$ cat src/rtl/add_pipe_pkg.sv
// Shared widths and operand-entry layout for the add pipeline stage.
// Optional subtraction is enabled by defining ADD_PIPE_SUB_EN.
package add_pipe_pkg;

   localparam int unsigned DATA_W             = 32;
   localparam int unsigned FIFO_DEPTH_DEFAULT = 2;

   typedef struct packed {
      logic              sub;
      logic [DATA_W-1:0] a;
      logic [DATA_W-1:0] b;
   } operand_t;

   localparam int unsigned OP_W = $bits(operand_t);

endpackage

$ cat src/rtl/add_pipe_fifo.sv
// Circular operand buffer; caller guarantees no push when full and no pop when empty.
module add_pipe_fifo
   import add_pipe_pkg::*;
#(
   parameter int unsigned FIFO_DEPTH = FIFO_DEPTH_DEFAULT
) (
   input  logic            clk,
   input  logic            rst_n,
   input  logic            push,
   input  logic [OP_W-1:0] wdata,
   input  logic            pop,
   output logic [OP_W-1:0] rdata,
   output logic            empty,
   output logic            full
);

   localparam int unsigned PTR_W = (FIFO_DEPTH > 1) ? $clog2(FIFO_DEPTH) : 1;
   localparam int unsigned CNT_W = PTR_W + 1;

   logic [OP_W-1:0]  mem_q [FIFO_DEPTH];
   logic [PTR_W-1:0] wr_ptr_q, wr_ptr_d;
   logic [PTR_W-1:0] rd_ptr_q, rd_ptr_d;
   logic [CNT_W-1:0] count_q, count_d;

   assign empty = (count_q == '0);
   assign full  = (count_q == CNT_W'(FIFO_DEPTH));
   assign rdata = mem_q[rd_ptr_q];

   // Power-of-two depth lets the pointers wrap by natural overflow.
   always_comb begin
      wr_ptr_d = wr_ptr_q;
      rd_ptr_d = rd_ptr_q;
      count_d  = count_q;
      if (push) wr_ptr_d = wr_ptr_q + PTR_W'(1);
      if (pop)  rd_ptr_d = rd_ptr_q + PTR_W'(1);
      unique case ({push, pop})
         2'b10:   count_d = count_q + CNT_W'(1);
         2'b01:   count_d = count_q - CNT_W'(1);
         default: count_d = count_q;
      endcase
   end

   always_ff @(posedge clk or negedge rst_n) begin
      if (!rst_n) begin
         wr_ptr_q <= '0;
         rd_ptr_q <= '0;
         count_q  <= '0;
      end else begin
         wr_ptr_q <= wr_ptr_d;
         rd_ptr_q <= rd_ptr_d;
         count_q  <= count_d;
      end
   end

   always_ff @(posedge clk) begin
      if (push) mem_q[wr_ptr_q] <= wdata;
   end

endmodule

$ cat src/rtl/add_pipe_stage.sv
// Buffered operand stage feeding an external 32-bit adder, with a registered result.
// Define ADD_PIPE_SUB_EN to honour in_sub (a - b via two's-complement negation of b).
module add_pipe_stage
   import add_pipe_pkg::*;
#(
   parameter int unsigned FIFO_DEPTH = FIFO_DEPTH_DEFAULT
) (
   input  logic              clk,
   input  logic              rst_n,
   input  logic              in_valid,
   output logic              in_ready,
   input  logic [DATA_W-1:0] in_a,
   input  logic [DATA_W-1:0] in_b,
   input  logic              in_sub,
   output logic [DATA_W-1:0] add_in1,
   output logic [DATA_W-1:0] add_in2,
   input  logic [DATA_W-1:0] add_out,
   output logic              out_valid,
   input  logic              out_ready,
   output logic [DATA_W-1:0] out_data
);

   operand_t        wr_op, head;
   logic [OP_W-1:0] head_raw;
   logic            push, pop, empty, full;
   logic            out_valid_q, out_valid_d;
   logic [DATA_W-1:0] out_data_q, out_data_d;

   assign in_ready = !full;
   assign push     = in_valid & in_ready;
   assign pop      = !empty & (!out_valid_q | out_ready);

   always_comb begin
      wr_op   = '0;
      wr_op.a = in_a;
      wr_op.b = in_b;
`ifdef ADD_PIPE_SUB_EN
      wr_op.sub = in_sub;
`endif
   end

   add_pipe_fifo #(
      .FIFO_DEPTH (FIFO_DEPTH)
   ) u_fifo (
      .clk   (clk),
      .rst_n (rst_n),
      .push  (push),
      .wdata (wr_op),
      .pop   (pop),
      .rdata (head_raw),
      .empty (empty),
      .full  (full)
   );

   assign head = operand_t'(head_raw);

   always_comb begin
      add_in1 = '0;
      add_in2 = '0;
      if (!empty) begin
         add_in1 = head.a;
`ifdef ADD_PIPE_SUB_EN
         add_in2 = head.sub ? (~head.b + DATA_W'(1)) : head.b;
`else
         add_in2 = head.b;
`endif
      end
   end

`ifndef ADD_PIPE_SUB_EN
   logic unused_sub;
   assign unused_sub = in_sub ^ head.sub;
`endif

   always_comb begin
      out_valid_d = out_valid_q;
      out_data_d  = out_data_q;
      if (pop) begin
         out_valid_d = 1'b1;
         out_data_d  = add_out;
      end else if (out_valid_q && out_ready) begin
         out_valid_d = 1'b0;
      end
   end

   always_ff @(posedge clk or negedge rst_n) begin
      if (!rst_n) begin
         out_valid_q <= 1'b0;
         out_data_q  <= '0;
      end else begin
         out_valid_q <= out_valid_d;
         out_data_q  <= out_data_d;
      end
   end

   assign out_valid = out_valid_q;
   assign out_data  = out_data_q;

endmodule
$ cat config.mk
export PLATFORM = sky130hd
export DESIGN_NAME = add_pipe_stage
export DESIGN_NICKNAME = d
export VERILOG_FILES = /design/src/rtl/add_pipe_pkg.sv /design/src/rtl/add_pipe_fifo.sv /design/src/rtl/add_pipe_stage.sv
export SDC_FILE = /design/constraint.sdc
export NUM_CORES = 1
export LEC_CHECK = 0
export BUFFER_PORTS_ARGS = -buffer_cell sky130_fd_sc_hd__buf_4
export CORE_MARGIN = 1
export CORE_UTILIZATION = 45
export CTS_CLUSTER_SIZE = 16
export DETAILED_ROUTE_END_ITERATION = 8
export HOLD_SLACK_MARGIN = 0.08
export PLACE_DENSITY = 0.71
export SYNTH_ARGS = -nofsm -noshare
export SYNTH_HDL_FRONTEND = slang
export SYNTH_HIERARCHICAL = 1
export SYNTH_SLANG_ARGS = --single-unit
$ cat constraint.sdc
create_clock -name clk -period 11.7 [get_ports clk]
set_clock_uncertainty 0.1 [all_clocks]
set_input_delay 1.17 -clock clk [delete_from_list [all_inputs] [get_ports clk]]
set_output_delay 1.17 -clock clk [all_outputs]
set_load 0.05 [all_outputs]
Word level (Yosys, flattened, before mapping). Memories as Yosys holds them, arrays and structs flattened. Index checks and enable logic that the tools add are counted.

Memories kept: 1. Output and inout port bits: 98. RAM bits: 128. Register bits: 37. Bits in read-only memories: 0. Bits in latches: 0.

Magnitude comparators: 0. Reductions and logical operators: 7. Multiply operators: 0. Add/subtract/negate cells: 4. Div/mod/pow operators: 0. Bitwise gates (word level): 3. Shift operators: 0. Mux-type cells: 7. Equality and inequality tests: 3.

Memory list: u_fifo.mem_q (depth 2, bits a word 64, read ports 1, clocked after memory_dff 0, wr ports 1, RTL line add_pipe_fifo.sv:20) `logic [OP_W-1:0] mem_q [FIFO_DEPTH];`.

Operators with widths (count): 32-bit 2-to-1 mux (2); 2-bit equality test, second input constant (2); 1-bit 2-to-1 mux (4); 2-bit one-hot mux with 2 select lines (1); 2-bit nonzero test (2); 1-bit zero test (3); 1-bit adder, second input constant (2); 2-bit by 1-bit adder with 2-bit output, second input constant (1); 1-bit bitwise AND (2); 2-bit by 1-bit equality test with 1-bit output, second input constant (1); 2-bit zero test (1); 2-bit by 1-bit subtractor with 2-bit output, second input constant (1); 1-bit logical AND (1); 1-bit bitwise OR (1).

Longest topological paths before layout. Gate-level depths: netlist of run 1.

Depth after elaboration: 5. Depth in mapped cells: 7. Mapped depth without buffers: 7.

Cells and area by module. Netlist of run 1, hierarchy kept.

Modules (own cells, without submodules): add_pipe_fifo (area an instance 5036.1 um2, times used 1, sequential area each 4003.8 um2, cells an instance 218); add_pipe_stage (area an instance 1734.2 um2, times used 1, sequential area each 825.8 um2, cells an instance 146).

Worst setup path after synthesis of run 1. Ideal clock, no wire load.

Kind: input -> register. Start point: input in_valid. End point: memory u_fifo/mem_q[0][0] in the netlist's numbering, enable pin. Required time: 11.112 ns. Stages: 3. Arrival: 4.163 ns. Setup slack: 6.949 ns. Path through: nor2b_1 -> inv_1 -> nor2_1.

Word-level cells in the longest chain between the ends: 3.

RTL lines: start, declared (RTL line add_pipe_stage.sv:10) `input logic in_valid,`; 1-bit bitwise AND (RTL line add_pipe_stage.sv:30) `assign push = in_valid & in_ready;`; 1-bit 2-to-1 mux (RTL line add_pipe_fifo.sv:56) `if (push) mem_q[wr_ptr_q] <= wdata;`; 1-bit 2-to-1 mux (implied by the code) (RTL line add_pipe_fifo.sv:56); end, declared (RTL line add_pipe_fifo.sv:20).

No other way between the ends.

==> results of run 1 <==
[worst max-delay path by stage]
| stage | start | end | slack (ns) |
|---|---|---|---|
| final | u_fifo/rd_ptr_q$_DFFE_PN0P_ | add_in1[25] | 8.02 |
| after global routing | u_fifo/count_q[0]$_DFFE_PN0P_ | add_in2[18] | 7.89 |
| after floorplan | in_valid | u_fifo/mem_q[0][0]$_DFFE_PP_ | 6.99 |
| after global placement | in_valid | u_fifo/mem_q[0][56]$_DFFE_PP_ | 8.39 |
| after CTS | u_fifo/count_q[0]$_DFFE_PN0P_ | add_in2[30] | 8.00 |
| after detailed placement | in_valid | u_fifo/mem_q[0][56]$_DFFE_PP_ | 8.34 |
[stage by stage]
stage / worst slack [ns] / cell area, sq um
global placement: 8.39 / 8310
finish: 8.02 / 8920
floorplan: 6.99 / 6700
detailed placement: 8.34 / 8310
global route: 7.89 / 8920
CTS: 8.00 / 8920
[cells in the final DEF, fill, tap and decap left out, types with 3 or more instances in the layout]
cell type  instances
buf_4            199
edfxtp_1         128
mux2_2            55
mux2_4            40
dfrtp_1           36
nor2b_1           34
and2b_1           32
clkbuf_16         17
inv_1              4
bufinv_16          4
clkinv_2           3
clkbuf_1           3
xor2_1             3
[layout make-up]
type	count	area [sq um]
Sequential cell	165	4770
Inverter	4	15.0
Timing Repair Buffer	199	1490
Clock buffer	21	450
Tap cell	184	230
Fill cell	1119	5620
Multi-Input combinational cell	174	1800
Clock inverter	11	158
[routing by layer]
metal  share of wire (%)  global-route usage [%]  vias to the layer above
met5                   0                       0                        -
met4                 1.6                    6.70                        0
met2                  49                    26.6                      141
met1                  41                    19.6                     1806
met3                 8.0                    6.27                       12
li1                    -                       -                     1715
[registers in the layout, indices dropped and copies added, names as in the netlist]
| signal | flops |
|---|---|
| u_fifo/wr_ptr_q | 1 |
| out_data | 32 |
| u_fifo/count_q | 2 |
| u_fifo/rd_ptr_q | 1 |
| u_fifo/mem_q | 128 |
| out_valid | 1 |
[critical path: cells and delay by family (launching register included)]
kind / cells / cell delay [ns]
DFF: 1 / 1.12
muxes: 1 / 0.43
buffers and inverters: 1 / 0.22
and+or+nand+nor: 1 / 0.13
==> results.ini, run 1 <==
[clock_tree]
cts_tree=yes
cts.repair.resized=0
cts_sinks=165
cts_hold_buf=0
htreeDepth=4
cts_buffer_depth=2
cts_buffers=17
insertion_delay_ns=0.41
clk_pin_slew_worst_paths_ns=0.06
post_cts_buffers=0
cts-root-buf=clkbuf_16

[flow_run]
drv_cap=0

[setup_path]
critical_path_arrival_ns=2.41
slowest_delay_ns=1.12
path_class=flop to output pin
start_kind=flop
regToRegSetupSlack_ns=9.04
critPathSlowestCell=dfrtp_4
cp-end-kind=output pin
r2r-start=u_fifo/count_q[1]$_DFFE_PN0P_
worstPathRequired_ns=10.43
path_max_fanout=65
cp_cell_sequence=mux2_2, nor2b_1, buf_4
r2r-end=u_fifo/mem_q[0][10]$_DFFE_PP_
reg2reg_depth=5

[sta]
relSlewSlack_pct=24.3
hold_slack_ns=0.391
layout_min_cycle_time_ns=3.68
fin_tns_setup_ns=0
hold_viol_final=0
fin_crit_sh_pct=31.5
maxSlewViolCount=0
grt_setup_unrepaired=false
setup_viol=0
tightest_slew_ns=1.14
clock.fmax_mhz=271

[min_path]
min_from=out_data[31]$_DFFE_PN0P_
hp-class=flop to flop
hold_path_depth=1
hold-path-endpoint=out_data[31]$_DFFE_PN0P_

[detailed_routing]
vias=3674
viasPerCell=4.85
wl_per_cell_microns=15.9
ant_nets=0
drtIter0Drc=147
route.detailed.drc=0
wl_mm=12.1
first_pass_iters=4

[floorplan]
start_util_pct=46.1
rows=44
die_y_microns=124
dieArea_sq_um=15400
die_w_microns=124
core_sq_um=14500
io_pins=199

[yosys]
yosys_warnings=6
syn-num-nets=462
syn_inst=360
avgSynthCellArea_sq_um=18.6
netlist_area_sq_um=6700

[layout]
post-route-util_pct=61.4
areaGrowthSynthToFinish_pct=33.2
finish.net_count=663
antenna_cells=0
layout-drive-gt1-share_pct=56.8
layout.cells.non_filler=758

[global_route]
grt_pass1_vias=3716
grt_max_degree=66
grt_usage_pct=16.4
antenna_found_initial=0
grt_pass1_wl_mm=18.5
grt_overflow_total=0

[placement]
port-buffer-count=197
place_hpwl_mm=7.84
dp.cells=726
gp_congestion=0.715

[status]
status=complete, no violations

Power of run 1 is left out: the tool's default activity adds up to more than one toggle a clock period on the data nets, which glitch-free logic cannot reach.
==> run 2, diff against run 1 <==
Clock period 11.7 ns to 3.7 ns, I/O delays scaled along.
==> run 2 against run 1 <==
  * Non-clock buffer count increased by 98
  * Register-to-register slack worse by 7.7 ns
  * First-iteration DRC count increased by 35%
  * Global-route usage is 2.5 points higher
  * Cell area grew 12%
  * Clock-buffer cell count down 1
  * Sequential share of layout area decreased by 5.5 points
  * Sequential cell count is the same
  * Critical path depth unchanged
  * Cell count is 13% higher
  * Worst setup slack got worse by 7.2 ns
  * Critical path type unchanged
==> results.ini, run 2 (synthesis gave the netlist of run 1 again) <==
[layout]
top_register=u_fifo/mem_q  ; unchanged
largest_register_ff_count=128  ; unchanged
finish.net_count=761  ; was 663
layout-drive-gt1-share_pct=49.3  ; was 56.8%
layout_common_cells=buf_4 (200), edfxtp_1 (128), dlygate4sd3_1 (97), mux2_2 (55), mux2_4 (40)  ; was buf_4 (199), edfxtp_1 (128), mux2_2 (55), mux2_4 (40), dfrtp_1 (36)
layout.cells.most_common=buf_4  ; unchanged
areaGrowthSynthToFinish_pct=48.5  ; was 33.2%
fillers=973  ; was 1119
antenna_cells=0  ; unchanged

[power]
power_switching_uw=4200
seqPwrFrac_pct=30.2
swShare_pct=42.6
p_int_uw=5660
power_frac_comb_pct=50.2
ir_worst_vdd_uv=658
p_leak_uw=0.00415
p_per_area_nw_per_um2=991
p_clk_share_pct=19.6

[detailed_routing]
wl_per_cell_microns=16.5  ; was 15.9 microns
ant_nets=0  ; unchanged
vias=4063  ; was 3674
wl_mm=14.1  ; was 12.1 mm
route.detailed.drc=0  ; unchanged
drtIter0Drc=199  ; was 147
viasPerCell=4.75  ; was 4.85
first_pass_iters=4  ; unchanged

[sta]
clock.fmax_mhz=347
fin_crit_sh_pct=78.0
setup_viol=0  ; unchanged
maxSlewViolCount=0  ; unchanged
setup_ws_ns=0.814  ; was 8.02 ns
relSlewSlack_pct=24.5  ; was 24.3%
hold_viol_final=0  ; unchanged
tightest_slew_ns=1.13  ; was 1.14 ns
grt_setup_unrepaired=false  ; unchanged
layout_min_cycle_time_ns=2.89
fin_tns_setup_ns=0  ; unchanged

[placement]
place_hpwl_mm=8.18  ; was 7.84 mm
dp_slack_ns=1.26  ; was 8.34 ns
gp_congestion=0.725  ; was 0.715
port-buffer-count=197  ; unchanged

[clock_tree]
insertion_delay_ns=0.42  ; was 0.41 ns
cts_sinks=165  ; unchanged
cts_buffers=17  ; unchanged
htreeDepth=4  ; unchanged
clk_pin_slew_worst_paths_ns=0.06  ; about the same
cts.repair.resized=0  ; unchanged
post_cts_buffers=0  ; unchanged
cts_tree=yes  ; unchanged
cts_buffer_depth=2  ; unchanged
cts-root-buf=clkbuf_16  ; unchanged

[floorplan]
dieArea_sq_um=15400  ; unchanged
start_util_pct=46.1  ; unchanged
die_w_microns=124  ; unchanged
die_y_microns=124  ; unchanged
rows=44  ; unchanged
core_sq_um=14500  ; unchanged
io_pins=199  ; unchanged

[global_route]
antenna_found_initial=0  ; unchanged
grtUsageMet1_pct=21.3  ; was 19.6%
use_met3_pct=6.41  ; was 6.27%
grt_pass1_wl_mm=21.4  ; was 18.5 mm
use_met2_pct=33.0  ; was 26.6%
busiest_layer=met2  ; unchanged
grt_pass1_vias=4356  ; was 3716
grt_usage_pct=18.8  ; was 16.4%
grt_max_degree=66  ; unchanged
grt_overflow_total=0  ; unchanged

[flow_run]
drv_cap=0  ; unchanged

[setup_path]
r2r-start=u_fifo/count_q[0]$_DFFE_PN0P_  ; was u_fifo/count_q[1]$_DFFE_PN0P_
critical_path_arrival_ns=2.42  ; was 2.41 ns
slowest_delay_ns=1.14  ; was 1.12 ns
path_class=flop to output pin  ; unchanged
critPathLaunch=u_fifo/rd_ptr_q$_DFFE_PN0P_  ; unchanged
start_kind=flop  ; unchanged
cp_cell_sequence=mux2_2, nor2b_1, buf_4  ; unchanged
regToRegSetupSlack_ns=1.37  ; was 9.04 ns
worstPathRequired_ns=3.23  ; was 10.43 ns
r2r-end=u_fifo/count_q[1]$_DFFE_PN0P_  ; was u_fifo/mem_q[0][10]$_DFFE_PP_
reg2reg_depth=5  ; unchanged
path_max_fanout=65  ; unchanged
critPathSlowestCell=dfrtp_4  ; unchanged
cp-end-kind=output pin  ; unchanged

[status]
status=complete, no violations  ; unchanged

[min_path]
hp-class=primary input to flop  ; was flop to flop
hold_path_depth=2  ; was 1
hold-path-endpoint=out_data[2]$_DFFE_PN0P_  ; was out_data[31]$_DFFE_PN0P_
min_from=add_out[2]  ; was out_data[31]$_DFFE_PN0P_

## run 2: changes by cell type in the layout (fill, tap and decap cells not counted), sizes merged
| cell | before | now |
|---|---|---|
| dlygate4sd3 | 0 | 97 |
| clkinv | 5 | 3 |
| buf | 199 | 200 |
| bufinv | 4 | 5 |
| clkbuf | 21 | 20 |
| clkinvlp | 2 | 3 |
| inv | 4 | 5 |
## run 2: worst max-delay path by stage
stage	slack (ns)	cells past startpoint	endpoint
floorplan	0.73	4	u_fifo/mem_q[0][0]$_DFFE_PP_
global placement	1.27	3	add_in2[0]
detailed placement	1.26	3	add_in1[14]
CTS	0.79	3	add_in1[14]
global route	0.73	3	add_in1[28]
finish	0.81	3	add_in1[21]
## run 2: critical path: cells and delay by family (launching register included)
family | cells | cell delay (ns)
and+or+nand+nor | 1 | 0.14
muxes | 1 | 0.42
buffers and inverters | 1 | 0.21
DFF | 1 | 1.14
## run 2: final cells by class
cell class              instances  area [sq um]  area share [%]
flip-flops and latches        165          4770            48.0
repair buffers                297          2470            24.9
multi-input cells             174          1800            18.1
clock buffers                  20           457            4.59
well taps                     184           230            2.32
clock inverters                12           200            2.01
inverters                       4          15.0           0.151
## run 2: power by group through the flow
stage / logic [uW] / clock network [uW] / registers, uW
2_1_floorplan: 3100 / 0 / 3450
3_3_place_gp: 4840 / 0 / 2980
3_5_place_dp: 4880 / 0 / 3010
4_1_cts: 4980 / 1970 / 2980
5_1_grt: 5190 / 2040 / 3040
6_report: 4950 / 1930 / 2980
## run 2: repair_timing
| action | CTS | global route |
|---|---|---|
| endpoints found under the setup margin | 0 | 0 |
| hold endpoints to repair | 197 | 0 |
| hold buffers | 97 | 0 |
## run 2: per-stage QoR
| step | util [%] | total power [uW] | hold slack, ns | area [sq um] | instances |
|---|---|---|---|---|---|
| 2_1_floorplan | - | 6550 | -0.0256 | 6700 | 360 |
| 3_3_place_gp | 57.2 | 7820 | 0.252 | 8320 | 727 |
| 3_5_place_dp | 57.2 | 7900 | 0.264 | 8320 | 727 |
| 4_1_cts | 68.4 | 9930 | 0.0897 | 9940 | 856 |
| 5_1_grt | 68.4 | 10300 | 0.0805 | 9940 | 856 |
| 6_report | 68.4 | 9860 | 0.106 | 9940 | 856 |
## run 2: layer usage
metal / part of all wire [%] / wire length, microns / up-vias
met5: 0 / 0 / -
met4: 0.99 / 139 / 0
met3: 7.1 / 998 / 14
met2: 52 / 7370 / 145
met1: 40 / 5580 / 1996
li1: - / - / 1908
Power figures use the tool's default switching activity.
